<file path="config.mk">
export PLATFORM = sky130hd
export DESIGN_NAME = vga_layer_scanner
export DESIGN_NICKNAME = d
export VERILOG_FILES = /design/src/rtl/vls_pkg.sv /design/src/rtl/vls_priority_mux.sv /design/src/rtl/vga_layer_scanner.sv
export SDC_FILE = /design/constraint.sdc
export NUM_CORES = 1
export LEC_CHECK = 0
export BUFFER_PORTS_ARGS = -buffer_cell sky130_fd_sc_hd__clkbuf_2
export CORE_UTILIZATION = 25
export DETAILED_ROUTE_END_ITERATION = 7
export PLACE_DENSITY = 0.42
export SYNTH_ARGS = -nofsm -noshare
export SYNTH_HDL_FRONTEND = slang
export SYNTH_SLANG_ARGS = --single-unit
</file>
<file path="constraint.sdc">
create_clock -name clk -period 1.8 [get_ports clk]
set_input_delay 0.27 -clock clk [delete_from_list [all_inputs] [get_ports clk]]
set_output_delay 0.27 -clock clk [all_outputs]
set_load 0.02 [all_outputs]
</file>
<file path="src/rtl/vls_pkg.sv">
// Shared types and constants for the vga_layer_scanner frame renderer.
package vls_pkg;

   typedef enum logic [1:0] {
      IDLE  = 2'd0,
      SCAN  = 2'd1,
      DRAIN = 2'd2,
      DONE  = 2'd3
   } state_t;

   localparam int unsigned FRAME_CNT_W       = 16;
   localparam int unsigned DEF_COLOUR_W      = 9;
   localparam logic [DEF_COLOUR_W-1:0] DEF_BG_COLOUR     = 9'h000;
   localparam logic [DEF_COLOUR_W-1:0] DEF_BORDER_COLOUR = 9'h1FF;

endpackage

</file>
<file path="src/rtl/vls_priority_mux.sv">
// Lowest-index-wins layer colour select with background fallback.
module vls_priority_mux #(
   parameter int unsigned NUM_LAYERS = 4,
   parameter int unsigned COLOUR_W   = 9,
   parameter logic [COLOUR_W-1:0] BG_COLOUR = '0
) (
   input  logic [NUM_LAYERS-1:0]          hit,
   input  logic [NUM_LAYERS*COLOUR_W-1:0] colours,
   output logic [COLOUR_W-1:0]            colour_c
);

   // Walk from lowest priority upward so the lowest set index overwrites last.
   always_comb begin
      colour_c = BG_COLOUR;
      for (int i = int'(NUM_LAYERS) - 1; i >= 0; i--) begin
         if (hit[i]) begin
            colour_c = colours[i*COLOUR_W +: COLOUR_W];
         end
      end
   end

endmodule

</file>
<file path="src/rtl/vga_layer_scanner.sv">
// Raster-scans a frame, resolves layer priority and emits one plot per pixel.
// Optional edge-pixel border override: define VLS_BORDER_EN.
module vga_layer_scanner
   import vls_pkg::*;
#(
   parameter int unsigned H_ACTIVE   = 160,
   parameter int unsigned V_ACTIVE   = 120,
   parameter int unsigned X_W        = 8,
   parameter int unsigned Y_W        = 7,
   parameter int unsigned COLOUR_W   = 9,
   parameter int unsigned NUM_LAYERS = 4,
   parameter logic [COLOUR_W-1:0] BG_COLOUR     = COLOUR_W'(DEF_BG_COLOUR),
   parameter logic [COLOUR_W-1:0] BORDER_COLOUR = COLOUR_W'(DEF_BORDER_COLOUR)
) (
   input  logic                           clk,
   input  logic                           resetn,
   input  logic                           frame_req,
   input  logic                           pause,
   output logic [X_W-1:0]                 query_x,
   output logic [Y_W-1:0]                 query_y,
   input  logic [NUM_LAYERS-1:0]          layer_hit,
   input  logic [NUM_LAYERS*COLOUR_W-1:0] layer_colour,
   output logic [X_W-1:0]                 x_out,
   output logic [Y_W-1:0]                 y_out,
   output logic [COLOUR_W-1:0]            colour_out,
   output logic                           plot,
   output logic                           frame_busy,
   output logic                           frame_done,
   output logic [FRAME_CNT_W-1:0]         frame_cnt
);

   localparam logic [X_W-1:0] X_LAST = X_W'(H_ACTIVE - 1);
   localparam logic [Y_W-1:0] Y_LAST = Y_W'(V_ACTIVE - 1);

   state_t state, next_state;

   logic                           s1_valid;
   logic [X_W-1:0]                 s1_x;
   logic [Y_W-1:0]                 s1_y;
   logic                           s1_held;
   logic [NUM_LAYERS-1:0]          s1_hit;
   logic [NUM_LAYERS*COLOUR_W-1:0] s1_colours;
   logic                           s2_valid;

   logic [NUM_LAYERS-1:0]          hit_sel_c;
   logic [NUM_LAYERS*COLOUR_W-1:0] colours_sel_c;
   logic [COLOUR_W-1:0]            mux_colour_c;
   logic [COLOUR_W-1:0]            resolved_c;

   always_ff @(posedge clk) begin
      if (!resetn) state <= IDLE;
      else         state <= next_state;
   end

   always_comb begin
      next_state = state;
      case (state)
         IDLE:    if (frame_req) next_state = SCAN;
         SCAN:    if (!pause && query_x == X_LAST && query_y == Y_LAST) next_state = DRAIN;
         DRAIN:   if (!pause && !s1_valid) next_state = DONE;
         DONE:    next_state = IDLE;
         default: next_state = IDLE;
      endcase
   end

   // Query raster counters
   always_ff @(posedge clk) begin
      if (!resetn) begin
         query_x <= '0;
         query_y <= '0;
      end else if (state == IDLE && frame_req) begin
         query_x <= '0;
         query_y <= '0;
      end else if (state == SCAN && !pause) begin
         if (query_x == X_LAST) begin
            query_x <= '0;
            query_y <= (query_y == Y_LAST) ? '0 : Y_W'(query_y + 1'b1);
         end else begin
            query_x <= X_W'(query_x + 1'b1);
         end
      end
   end

   // Stage 1: layer answers are only live in the cycle right after the query,
   // so capture them on the first paused cycle to survive a long pause.
   always_ff @(posedge clk) begin
      if (!resetn) begin
         s1_valid   <= 1'b0;
         s1_x       <= '0;
         s1_y       <= '0;
         s1_held    <= 1'b0;
         s1_hit     <= '0;
         s1_colours <= '0;
      end else if (!pause) begin
         s1_valid <= (state == SCAN);
         s1_x     <= query_x;
         s1_y     <= query_y;
         s1_held  <= 1'b0;
      end else if (!s1_held) begin
         s1_held    <= 1'b1;
         s1_hit     <= layer_hit;
         s1_colours <= layer_colour;
      end
   end

   assign hit_sel_c     = s1_held ? s1_hit : layer_hit;
   assign colours_sel_c = s1_held ? s1_colours : layer_colour;

   vls_priority_mux #(
      .NUM_LAYERS (NUM_LAYERS),
      .COLOUR_W   (COLOUR_W),
      .BG_COLOUR  (BG_COLOUR)
   ) u_priority_mux (
      .hit      (hit_sel_c),
      .colours  (colours_sel_c),
      .colour_c (mux_colour_c)
   );

`ifdef VLS_BORDER_EN
   assign resolved_c = (s1_x == '0 || s1_x == X_LAST || s1_y == '0 || s1_y == Y_LAST)
                       ? BORDER_COLOUR : mux_colour_c;
`else
   assign resolved_c = mux_colour_c;
`endif

   // Stage 2: write-side registers
   always_ff @(posedge clk) begin
      if (!resetn) begin
         s2_valid   <= 1'b0;
         x_out      <= '0;
         y_out      <= '0;
         colour_out <= '0;
      end else if (!pause) begin
         s2_valid   <= s1_valid;
         x_out      <= s1_x;
         y_out      <= s1_y;
         colour_out <= resolved_c;
      end
   end

   // Plot must drop in the same cycle pause rises so the adapter never consumes a held pixel.
   assign plot = s2_valid & ~pause;

   always_ff @(posedge clk) begin
      if (!resetn) begin
         frame_busy <= 1'b0;
         frame_done <= 1'b0;
         frame_cnt  <= '0;
      end else begin
         frame_busy <= (next_state != IDLE);
         frame_done <= (next_state == DONE);
         if (next_state == DONE) frame_cnt <= FRAME_CNT_W'(frame_cnt + 1'b1);
      end
   end

endmodule

</file>
Word-level counts from Yosys, hierarchy flattened. Cells that the tools add are included.

Flip-flop bits (word level): 117. Input port bits: 44. Output and inout port bits: 58. Logic and storage cells: 52.

Add/sub/neg operators: 3. Equal/unequal tests: 6. Multiplexer cells: 13. Bitwise operators: 3. Reduce and logical (&&, ||, !) cells: 11.

Operators by type and width (number): $mux 36 (1); $mux 9 (4); $add 16x1->16 const B (1); $add 8x1->8 const B (1); $eq 8x8->1 const B (1); $mux 8 (1); $pmux 2 s4 (1); $add 7x1->7 const B (1); $eq 7x7->1 const B (1); $mux 7 (1); $eq 2x2->1 const B (3); $mux 2 (3); $logic_and 1x1->1 (5); $mux 4 (1); $eq 2x1->1 const B (1); $logic_not 1->1 (2); $logic_not 2->1 (1); $not 1->1 (2); $reduce_and 2->1 (1); $reduce_bool 2->1 (1); $reduce_or 2->1 (1); $and 1x1->1 (1); $mux 1 (1).

Logic depth before layout (Yosys ltp).
Depth after elaboration: 6. Depth in mapped cells: 7. Mapped depth without buffers: 5.

Cells and area by module. Synthesis repeated with hierarchy kept, for this count alone.

Cells, all modules: 523. Area, all modules: 5195.0 um^2.

Modules (own cells, without submodules): vga_layer_scanner (times used 1, cells each 486, area an instance 4898.4 um^2, seq. area each 2342.2 um^2); vls_priority_mux (times used 1, cells each 37, area an instance 296.5 um^2, seq. area each 0.0 um^2).

Worst setup path after synthesis. OpenSTA, ideal clock, no wires.

Path kind: register to register. Start point: reg state[1]. End point: reg frame_cnt[15]. Setup time: 0.070 ns. Arrival time: 1.683 ns. Required time: 1.730 ns. Setup slack: 0.047 ns. Cell stages (with the launch flop): 6. Path buffers: 1. Period minus slack after synthesis: 1.753 ns. Cells stage by stage: dfxtp_1 -> buf_2 -> nor4b_4 -> nand4_4 -> or4_1 -> a21oi_1.

Cells in the longest elaborated chain, start to end: 3. Elaborated cells between the ends (all ways): 9. Those cells by class: 4 x eq/ne; 4 x mux; 1 x reduce/logical.

RTL lines: from (decl) (line vga_layer_scanner.sv:35) `state_t state, next_state;`; from (signal assigned) (line vga_layer_scanner.sv:52) `else state <= next_state;`; $eq 2x2->1 (tied with other cells) (line vga_layer_scanner.sv:57) `case (state)`; $pmux 2 s4 (*) (line vga_layer_scanner.sv:57); $eq 2x2->1 (*) (line vga_layer_scanner.sv:152) `if (next_state == DONE) frame_cnt <= FRAME_CNT_W'(frame_cnt + 1'b1);`; to (signal assigned) (line vga_layer_scanner.sv:152); to (decl) (line vga_layer_scanner.sv:29) `output logic [FRAME_CNT_W-1:0] frame_cnt`.

Mark *: on every way between the ends. The rest lies on a longest branch, timed or not. A chain may end at the register's enable or synchronous reset.

Worst setup path after layout. Ends and elaborated chain as after synthesis.

==> out/metrics.cfg <==
[run_status]
status = completed

[critical_path]
crit_type = reg2reg
crit_chain = nor4b_4 > buf_4 > nand4_4 > or4_1 > a21oi_1
worst_setup_path_end_kind = register
start_kind = register
crit_family = simple AND/OR/NAND/NOR gates
crit_required_ns = 2.13
critPathMaxStageDelay_ns = 0.42
crit_slowest_cell = or4_1
critPathArrivalTime_ns = 1.92
critPathMaxFanout = 9
path_buf_inv = 1

[power_and_ir_drop]
p_leak_uw = 0.00272
finalPower_uw = 6530
power_per_cell_area_mw_per_mm2 = 982
ir_worst_vdd_mv = 0.629

[finish]
instances_no_fill = 998
final_core_util_pct = 33.8
final_common_cell = dfxtp_1
multi_input_area_mm2 = 0.00250
mostFrequentLayoutCells = 117 x dfxtp_1, 105 x nand2_1, 101 x clkbuf_2
n_antenna_cell = 0
nNetsFinal = 767
fill_cells = 2114
ff_latch_area_mm2 = 0.00234
drive_gt1_share_pct = 25.5
area_growth_pct = 31.3

[clock_network]
clkLatencyLatePin_ns = 0.41
clk_pin_slew_ns = 0.06
htreeDepth = 4
cts_max_path_buffers = 2
cts_buffers = 17
cts_tree = built
cts_resized = 0
clock-sinks = 117
clock-root-buffer = clkbuf_16

[floorplanning]
ioPinCount = 102
die_area_mm2 = 0.0208
start_util_pct = 25.8
fp.dieW_um = 144
coreArea_mm2 = 0.0197
fp-row-count = 51
dieHeight_um = 144

[placement]
place_congestion = 0.793
dp.cells = 965
io_buffers = 101
detailed_place_hpwl_um = 10200

[timing]
finalCritPeriodShare_pct = 88.6
hold_viol = 0
worst_slew_pin_slew_ns = 0.774
rsz0062_at_grt = no
fmax_mhz = 627
setup_violations = 0
skew_ns = 0.0106
period_needed_ns = 1.59
slew_viol_final = 0
relSlewSlack_pct = 48.3
tns_ns = 0

[routing]
finalWirelength_um = 14400
firstDrtPassIters = 4
vias = 4632
drtAntennaViolNets = 0
viasPerCell = 4.64
routedWlPerCell_um = 14.4
drc_errors = 0
first_iter_violations = 232

[grt]
grt_start_max_net_pins = 92
grtUsageMet1_pct = 16.9
grt-ovfl-total = 0
grt_pass1_wl_um = 23100
use_met2_pct = 25.3
top_usage_layer = met2
grt_pass1_vias = 4576
antenna_found_initial = 0
grt_usage_pct = 14.5
grt_use_met3_pct = 4.60

[yosys]
synth_warnings = 0
yosys.area_share.adder_pct = 0.741
synth-xor-area-share_pct = 3.29
synth_flop_cell = dfxtp_1
syn_nets = 648
yosysTopAreaCell = dfxtp_1
netlist_instances = 601
synth_simple_gate_area_share_pct = 22.5
synth-seq-cells = 117
yosysSeqAreaShare_pct = 46.3
synth.cell_area_mm2 = 0.00506
synth_top_area_share_pct = 46.3
ys_top_cells_by_area = dfxtp_1 46%, nand2_1 7.8%, mux2i_1 6.7%, a21oi_1 6.0%, nor2_1 4.4%
synth_top_family_by_area = simple AND/OR/NAND/NOR gates
synth_compound_area_share_pct = 14.1
syn_avg_cell_area_um2 = 8.43
synthArstFlopShare_pct = 0
synth_edf_count = 0
synth_cell_types = 46
synth_mux_area_share_pct = 8.72

[run]
max_cap_viol_count = 0

[worst_hold_path]
hp-class = in2reg

-- cell usage after synthesis, types with 2 or more instances --
cell	n
dfxtp_1	117
nand4_1	5
o22ai_1	9
and2_1	3
a221o_1	9
nor3b_1	10
ha_1	3
inv_1	15
nand4bb_1	2
clkbuf_1	37
a31oi_1	9
nor2_1	59
and3_1	3
mux2_2	9
a21oi_1	61
mux2i_1	34
nor4_1	6
and4_1	2
buf_1	3
xnor2_1	9
nand2_1	105
xor2_1	10
nand3_1	12
o21ai_0	17
buf_2	3
nor3_1	12
or3_1	8
nor2b_1	2
o211ai_1	10
-- timing repair --
item	CTS	global route
hold buffers	0	0
setup endpoints to repair	0	2
hold endpoints to repair	0	0
buffers inserted	0	1
-- cells by family (layout without fill, tap and decap cells) --
logic type,count (synthesis),in the layout
DFF,117,117
muxes,43,43
and+or+nand+nor,240,240
xor gates and xnor gates,19,19
buffers and inverters,58,190
AOI/OAI and AO/OA,121,121
adders and majority gates,3,3
-- worst min-delay path: cells and delay by family --
family	cells	cell delay, ns
AND/OR/NAND/NOR	1	0.05
buffers and inverters	1	0.09
AO/OA/AOI/OAI	1	0.05
-- power breakdown --
group	total [uW]	switching, uW	internal [uW]
clock	3280	1180	2100
combinational	534	321	212
sequential	2720	46.1	2670
total	6530	1540	4980
-- path summary, 6_finish.rpt --
path                               startpoint                     endpoint  slack [ns]  cells after the start
setup / recovery          state[1]$_SDFF_PN0_   frame_cnt[15]$_SDFFE_PN0N_        0.21                      5
hold / removal               layer_colour[17]  s1_colours[17]$_SDFFE_PN0P_        0.09                      3
setup reg to reg          state[1]$_SDFF_PN0_   frame_cnt[15]$_SDFFE_PN0N_        0.21                      5
hold reg to reg   s1_colours[34]$_SDFFE_PN0P_  s1_colours[34]$_SDFFE_PN0P_        0.45                      2
-- area by class of cell --
class                   instances  share of cell area (%)
clock inverters                 9                    1.52
clock buffers                  23                    7.04
flip-flops and latches        117                    35.2
inverters                      15                   0.847
repair buffers                143                    12.7
multi-input cells             426                    37.6
well taps                     265                    4.99
-- stage by stage --
| step | hold slack (ns) | setup WS [ns] | instance area [um^2] |
|---|---|---|---|
| 5_1_grt | 0.0850 | 0.00142 | 6650 |
| 3_5_place_dp | 0.447 | -0.0215 | 6070 |
| 2_1_floorplan | 0.406 | 0.0469 | 5060 |
| 4_1_cts | 0.0694 | 0.0773 | 6640 |
| 3_3_place_gp | 0.440 | 0.00939 | 6070 |
| 6_report | 0.0933 | 0.205 | 6650 |
-- per-layer routing --
metal	up-vias	share of wire (%)
met5	-	0
met2	97	49
met3	6	5.1
li1	2321	-
met1	2208	45
met4	0	0.75
-- flip-flops by register name (all words and copies together) (netlist names) --
name	count
query_x	8
state	2
query_y	7
s1_valid	1
frame_done	1
colour_out	9
s1_hit	4
s1_colours	36
frame_busy	1
frame_cnt	16
s2_valid	1
s1_x	8
s1_y	7
y_out	7
s1_held	1
x_out	8
No activity file was read; power rests on OpenSTA's default activity.
